==> config.mk <==
export PLATFORM = sky130hd
export DESIGN_NAME = dcache_dm
export DESIGN_NICKNAME = d
export VERILOG_FILES = /design/src/rtl/dcache_dm.sv
export SDC_FILE = /design/constraint.sdc
export NUM_CORES = 2
export LEC_CHECK = 0
export CORE_UTILIZATION = 40
export CTS_CLUSTER_SIZE = 30
export DETAILED_ROUTE_END_ITERATION = 7
export SYNTH_ARGS = -nofsm -noshare
export SYNTH_HDL_FRONTEND = slang
export SYNTH_SLANG_ARGS = --single-unit
==> constraint.sdc <==
create_clock -name clock -period 5.53 [get_ports clock]
set_input_delay 0.8295 -clock clock [delete_from_list [all_inputs] [get_ports clock]]
set_output_delay 0.8295 -clock clock [all_outputs]
set_load 0.02 [all_outputs]
==> src/rtl/dcache_dm.sv <==
// Direct-mapped, write-through, no-write-allocate data cache with single-cycle hits.
// Optional hit/miss counters are enabled by defining DCACHE_STATS_EN.
module dcache_dm #(
  parameter int unsigned ADDR_W         = 32,
  parameter int unsigned LINES          = 16,
  parameter int unsigned WORDS_PER_LINE = 4
) (
  input  logic              clock,
  input  logic              reset,
  input  logic              cpu_req,
  input  logic              cpu_we,
  input  logic [3:0]        cpu_be,
  input  logic [ADDR_W-1:0] cpu_addr,
  input  logic [31:0]       cpu_wdata,
  input  logic              cpu_flush,
  output logic [31:0]       cpu_rdata,
  output logic              cpu_ready,
  output logic              mem_req,
  output logic              mem_we,
  output logic [3:0]        mem_be,
  output logic [ADDR_W-1:0] mem_addr,
  output logic [31:0]       mem_wdata,
  input  logic              mem_ack,
  input  logic [31:0]       mem_rdata
`ifdef DCACHE_STATS_EN
  ,
  output logic [31:0]       stat_hits,
  output logic [31:0]       stat_misses
`endif
);

  localparam int unsigned OFF_W = $clog2(WORDS_PER_LINE);
  localparam int unsigned CNT_W = (OFF_W > 0) ? OFF_W : 1;
  localparam int unsigned IDX_W = $clog2(LINES);
  localparam int unsigned TAG_W = ADDR_W - 2 - OFF_W - IDX_W;
  localparam int unsigned DEPTH = LINES * WORDS_PER_LINE;
  localparam int unsigned SEL_W = $clog2(DEPTH);
  localparam logic [CNT_W-1:0] LAST = CNT_W'(WORDS_PER_LINE - 1);

  typedef enum logic [1:0] {StIdle, StFill, StWrite} state_e;

  state_e             state_q, state_d;
  logic [CNT_W-1:0]   cnt_q;
  logic [LINES-1:0]   valid_q;
  logic [TAG_W-1:0]   tag_q  [LINES];
  logic [31:0]        data_q [DEPTH];

  logic               mem_req_q, mem_we_q;
  logic [3:0]         mem_be_q;
  logic [ADDR_W-1:0]  mem_addr_q;
  logic [31:0]        mem_wdata_q;

  logic [CNT_W-1:0]   cpu_off;
  logic [IDX_W-1:0]   cpu_idx;
  logic [TAG_W-1:0]   cpu_tag;
  logic [SEL_W-1:0]   rd_sel, fill_sel;
  logic [ADDR_W-1:0]  line_base, word_addr;
  logic               hit, beat, last_beat;

  assign cpu_off   = CNT_W'((cpu_addr >> 2) & ADDR_W'(WORDS_PER_LINE - 1));
  assign cpu_idx   = IDX_W'(cpu_addr >> (2 + OFF_W));
  assign cpu_tag   = TAG_W'(cpu_addr >> (2 + OFF_W + IDX_W));
  assign rd_sel    = (SEL_W'(cpu_idx) << OFF_W) | SEL_W'(cpu_off);
  assign fill_sel  = (SEL_W'(cpu_idx) << OFF_W) | SEL_W'(cnt_q);
  assign line_base = cpu_addr & ~ADDR_W'(WORDS_PER_LINE * 4 - 1);
  assign word_addr = cpu_addr & ~ADDR_W'(3);
  assign hit       = valid_q[cpu_idx] && (tag_q[cpu_idx] == cpu_tag);
  // Acks are only meaningful while a request is actually outstanding.
  assign beat      = mem_ack && mem_req_q;
  assign last_beat = beat && (cnt_q == LAST);

  assign mem_req   = mem_req_q;
  assign mem_we    = mem_we_q;
  assign mem_be    = mem_be_q;
  assign mem_addr  = mem_addr_q;
  assign mem_wdata = mem_wdata_q;

  always_comb begin
    state_d   = state_q;
    cpu_ready = 1'b0;
    cpu_rdata = '0;
    unique case (state_q)
      StIdle: begin
        if (cpu_req) begin
          if (cpu_we) begin
            state_d = StWrite;
          end else if (hit) begin
            cpu_ready = 1'b1;
            cpu_rdata = data_q[rd_sel];
          end else begin
            state_d = StFill;
          end
        end
      end
      StFill: begin
        if (last_beat) state_d = StIdle;
      end
      StWrite: begin
        if (beat) begin
          cpu_ready = 1'b1;
          state_d   = StIdle;
        end
      end
      default: state_d = StIdle;
    endcase
  end

  always_ff @(posedge clock or negedge reset) begin
    if (!reset) begin
      state_q     <= StIdle;
      cnt_q       <= '0;
      valid_q     <= '0;
      mem_req_q   <= 1'b0;
      mem_we_q    <= 1'b0;
      mem_be_q    <= '0;
      mem_addr_q  <= '0;
      mem_wdata_q <= '0;
    end else begin
      state_q <= state_d;
      unique case (state_q)
        StIdle: begin
          if (cpu_req) begin
            if (cpu_we) begin
              mem_req_q   <= 1'b1;
              mem_we_q    <= 1'b1;
              mem_be_q    <= cpu_be;
              mem_addr_q  <= word_addr;
              mem_wdata_q <= cpu_wdata;
            end else if (!hit) begin
              mem_req_q        <= 1'b1;
              mem_we_q         <= 1'b0;
              mem_be_q         <= 4'hF;
              mem_addr_q       <= line_base;
              mem_wdata_q      <= '0;
              cnt_q            <= '0;
              valid_q[cpu_idx] <= 1'b0;
            end
          end else if (cpu_flush) begin
            valid_q <= '0;
          end
        end
        StFill: begin
          if (last_beat) begin
            valid_q[cpu_idx] <= 1'b1;
            cnt_q            <= '0;
            mem_req_q        <= 1'b0;
            mem_be_q         <= '0;
            mem_addr_q       <= '0;
          end else if (beat) begin
            cnt_q      <= cnt_q + 1'b1;
            mem_addr_q <= line_base | (ADDR_W'(cnt_q + 1'b1) << 2);
          end
        end
        StWrite: begin
          if (beat) begin
            mem_req_q   <= 1'b0;
            mem_we_q    <= 1'b0;
            mem_be_q    <= '0;
            mem_addr_q  <= '0;
            mem_wdata_q <= '0;
          end
        end
        default: ;
      endcase
    end
  end

  // Storage arrays carry no reset; validity alone guards their contents.
  always_ff @(posedge clock) begin
    if (state_q == StFill && beat) begin
      data_q[fill_sel] <= mem_rdata;
      if (cnt_q == LAST) tag_q[cpu_idx] <= cpu_tag;
    end
    if (state_q == StWrite && beat && hit) begin
      for (int b = 0; b < 4; b++) begin
        if (cpu_be[b]) data_q[rd_sel][8*b +: 8] <= cpu_wdata[8*b +: 8];
      end
    end
  end

`ifdef DCACHE_STATS_EN
  logic [31:0] hits_q, misses_q;
  logic        load_hit;

  assign load_hit    = (state_q == StIdle) && cpu_req && !cpu_we && hit;
  assign stat_hits   = hits_q;
  assign stat_misses = misses_q;

  always_ff @(posedge clock or negedge reset) begin
    if (!reset) begin
      hits_q   <= '0;
      misses_q <= '0;
    end else begin
      if (load_hit) hits_q <= hits_q + 32'd1;
      if (state_q == StIdle && state_d == StFill) misses_q <= misses_q + 32'd1;
    end
  end
`endif

endmodule

==> results.txt <==
Max IR drop VDD: 0.000357 V
H-Tree Depth: 5
Register area share after synthesis: 0.754
Clock sinks: 2,520
Final setup fails: 1
Slew @ Worst Pin: 1.23 ns
Reg2reg setup slack: 1.02 ns
Power per cell area: 335 nW/um^2
Clk_skew: 0.0772 ns
Final instance area: 120,000 um^2
WS Path Type: primary input to output port
Starting Density: 0.402
Run status: finished with violations
Die Height: 502 um
Post-layout minimum cycle time: 5.54 ns
Die Area: 252,000 um^2
FF-to-FF Start: tag_q[5][20]$_DFFE_PP_
Cts bufs inserted: 278
Mapped Area: 99,800 um^2
Die width: 502 um
Core Region: 248,000 um^2
Fin worst setup slack: -0.0148 ns
FF+latch count, synth: 2,520
Vias per inst: 5.67
CP Cell Sequence: buf_12, buf_12, buf_12, buf_4, mux2i_1, a222oi_1, and4_1, a2111oi_0, o2111a_1, nand4_1, or4_4, buf_16, buf_16, a2111oi_4, buf_4, buf_6
Critical path arrival: 4.72 ns
Pins Over Slew Limit: 0
Fin crit share: 1.00
CP Launch Type: primary input
Maxcap violations: 0
Async S/R FF share, synth: 0.0349
Remaining global-route overflow: 0
Ys Warns: 0
CP delay by family, top: buffers and inverters
Longest Clk Path Bufs: 4
Final antenna-violating net count: 0
Post-DP HPWL: 168,000 um
Relative slew slack: 0.173
Nets: 5,590
Commonest register cell after synthesis: edfxtp_1
CTS tree: yes
WL final: 268,000 um
DRC viols: 0
Initial antenna violation count: 16
Area after DPL: 112,000 um^2
Clk root buf: clkbuf_16
DRT Pass-1 Iters: 5
RSZ-0062 raised after global routing: true
Clk Latency, worst-skew pair: 0.94 ns
Worst Path Buf+Inv: 8
Num rows: 183
Cells on worst reg2reg path: 12
Total track usage: 0.212
I/O Buffers: 204
Syn Inst Count: 4,672
Area growth from synthesis to layout: 20.7%
Routed WL per cell: 29.7 um
CTS clk-pin slew, worst paths: 0.06 ns
Critical path fanouts, max: 25
First-pass GRT wire length: 382,000 um
Final core utilization: 0.485
Setup TNS: -0.0148 ns
R2R Path End: data_q[59][15]$_DFFE_PP_
Post-synth EDFFs: 2,432
Most frequent CP cell: buf_12
Hold Crit Depth: 2
Pre-CTS WS: -0.790 ns
Gpl congestion: 0.821
Pin count of the biggest net entering global routing: 65
CP peak stage delay: 0.63 ns
1st-iter DRT viols: 5,388
CP startpoint: cpu_addr[4]
Crit path capture type: output port
Hold Slack: 0.392 ns
Post-synthesis average cell area: 21.4 um^2
Failing checks: negative setup slack
Boundary pin count: 209
Layout cells sized above 1: 0.324
Vias in the first global route: 52,400
Hold_sp: cpu_addr[7]
CP max stage cell: or4_4
Max Freq: 180 MHz
WP data required: 4.70 ns
Final hold violation count: 0
Worst Hold End: mem_addr[7]$_DFFE_PN0P_
Leakage Power: 0.0390 uW
Yosys cell types: 74
Vias: 51,100
Worst min path class: primary input to flop
-- metal layers --
layer | global-route usage | share of wire
met5 | 0 | 0.00014
met4 | 0.0543 | 0.021
met3 | 0.0335 | 0.070
met2 | 0.348 | 0.49
met1 | 0.296 | 0.42
-- power breakdown --
| part | internal (uW) | total [uW] | switching [uW] |
|---|---|---|---|
| clock network | 10100 | 17300 | 7260 |
| logic | 856 | 2120 | 1270 |
| registers | 20900 | 20900 | 8.02 |
| total | 31900 | 40400 | 8540 |
-- placed cells by master (no fill, tap or decap), types with 10 or more instances in the layout --
cell type and count:
bufinv_16 15, a21oi_1 30, and2_1 228, a211oi_1 15, o22ai_1 96, buf_12 182, buf_4 441, nand2_1 113
o22ai_4 20, nor2_1 64, clkinv_2 45, clkdlybuf4s50_1 164, nand3_1 12, clkbuf_1 53, a22o_1 79, clkbuf_16 285
dfrtp_1 88, nor2b_1 38, diode_2 14, clkinv_1 60, mux4_2 642, a22oi_1 10, o21ai_0 62, nor2_4 13
nor3_1 15, xor2_1 17, buf_6 10, inv_1 13, edfxtp_1 2432, xnor2_1 17, mux2i_1 100, mux2_2 92
-- logic make-up (layout without fill, tap and decap cells) --
| family | count (synthesis) | after routing | share of synthesized area |
|---|---|---|---|
| DFF | 2520 | 2520 | 0.754 |
| muxes | 841 | 841 | 0.166 |
| and+or+nand+nor | 553 | 553 | 0.0298 |
| AOI/OAI and AO/OA | 422 | 422 | 0.0341 |
| buffers and inverters | 296 | 1295 | 0.0129 |
| xor gates and xnor gates | 34 | 34 | 0.00298 |
| adders and majority gates | 5 | 5 | 0.000627 |
| other | 1 | 16 | 0.0000376 |
-- through the flow --
step / total power [uW] / std cells
final: 40400 / 9016
after global routing: 41500 / 9010
after CTS: 40700 / 8997
after detailed placement: 23500 / 8522
after global placement: 23400 / 8522
after floorplan: 22500 / 4673
-- state kept, by name, indices dropped and copies added, names as in the netlist --
signal and cells:
mem_be 4, state_q 2, data_q 2048, tag_q 384, mem_we 1, cnt_q 2
mem_wdata 32, mem_req 1, mem_addr 30, valid_q 16
-- what timing repair did --
item	4_1_cts	5_1_grt
pin swaps	9	11
endpoints found under the setup margin	33	8
buffers inserted	0	4
cloned	1	1
gates resized for setup	15	25
hold buffers	1	0
hold endpoints to repair	20	0
-- Yosys cell counts (15+ instances only) --
cell type	number	area [um^2]
edfxtp_1	2432	73000
mux4_2	642	14500
and2_1	228	1430
clkbuf_1	175	657
nand2_1	113	424
mux2i_1	107	1070
o22ai_1	96	601
mux2_2	92	1040
dfrtp_1	88	2200
nor2_1	82	308
a22o_1	79	692
o21ai_0	63	315
buf_1	44	165
nor2b_1	38	238
buf_2	35	175
a21oi_1	30	150
nor3_1	22	110
o22ai_4	20	400
a211oi_1	17	128
buf_4	17	128
xnor2_1	17	149
xor2_1	17	149
inv_1	15	56.3
-- worst max-delay path by stage --
stage,to,slack (ns),cells past startpoint
6_report,cpu_rdata[22],-0.01,16
5_1_grt,cpu_rdata[22],-0.12,13
4_1_cts,cpu_rdata[2],-0.01,13
3_5_place_dp,cpu_rdata[2],-0.79,14
3_3_place_gp,cpu_rdata[2],-0.86,14
2_1_floorplan,cpu_rdata[0],0.04,15
-- layout make-up --
| type | instances | area [um^2] |
|---|---|---|
| Clock buffer | 339 | 7330 |
| Multi-Input combinational cell | 1857 | 23700 |
| Timing Repair Buffer | 806 | 8900 |
| Inverter | 16 | 61.3 |
| Tap cell | 3330 | 4170 |
| Clock inverter | 134 | 1040 |
| Antenna cell | 14 | 35.0 |
| Sequential cell | 2520 | 75200 |
| Fill cell | 20100 | 128000 |
No activity file was read; power rests on OpenSTA's default activity.
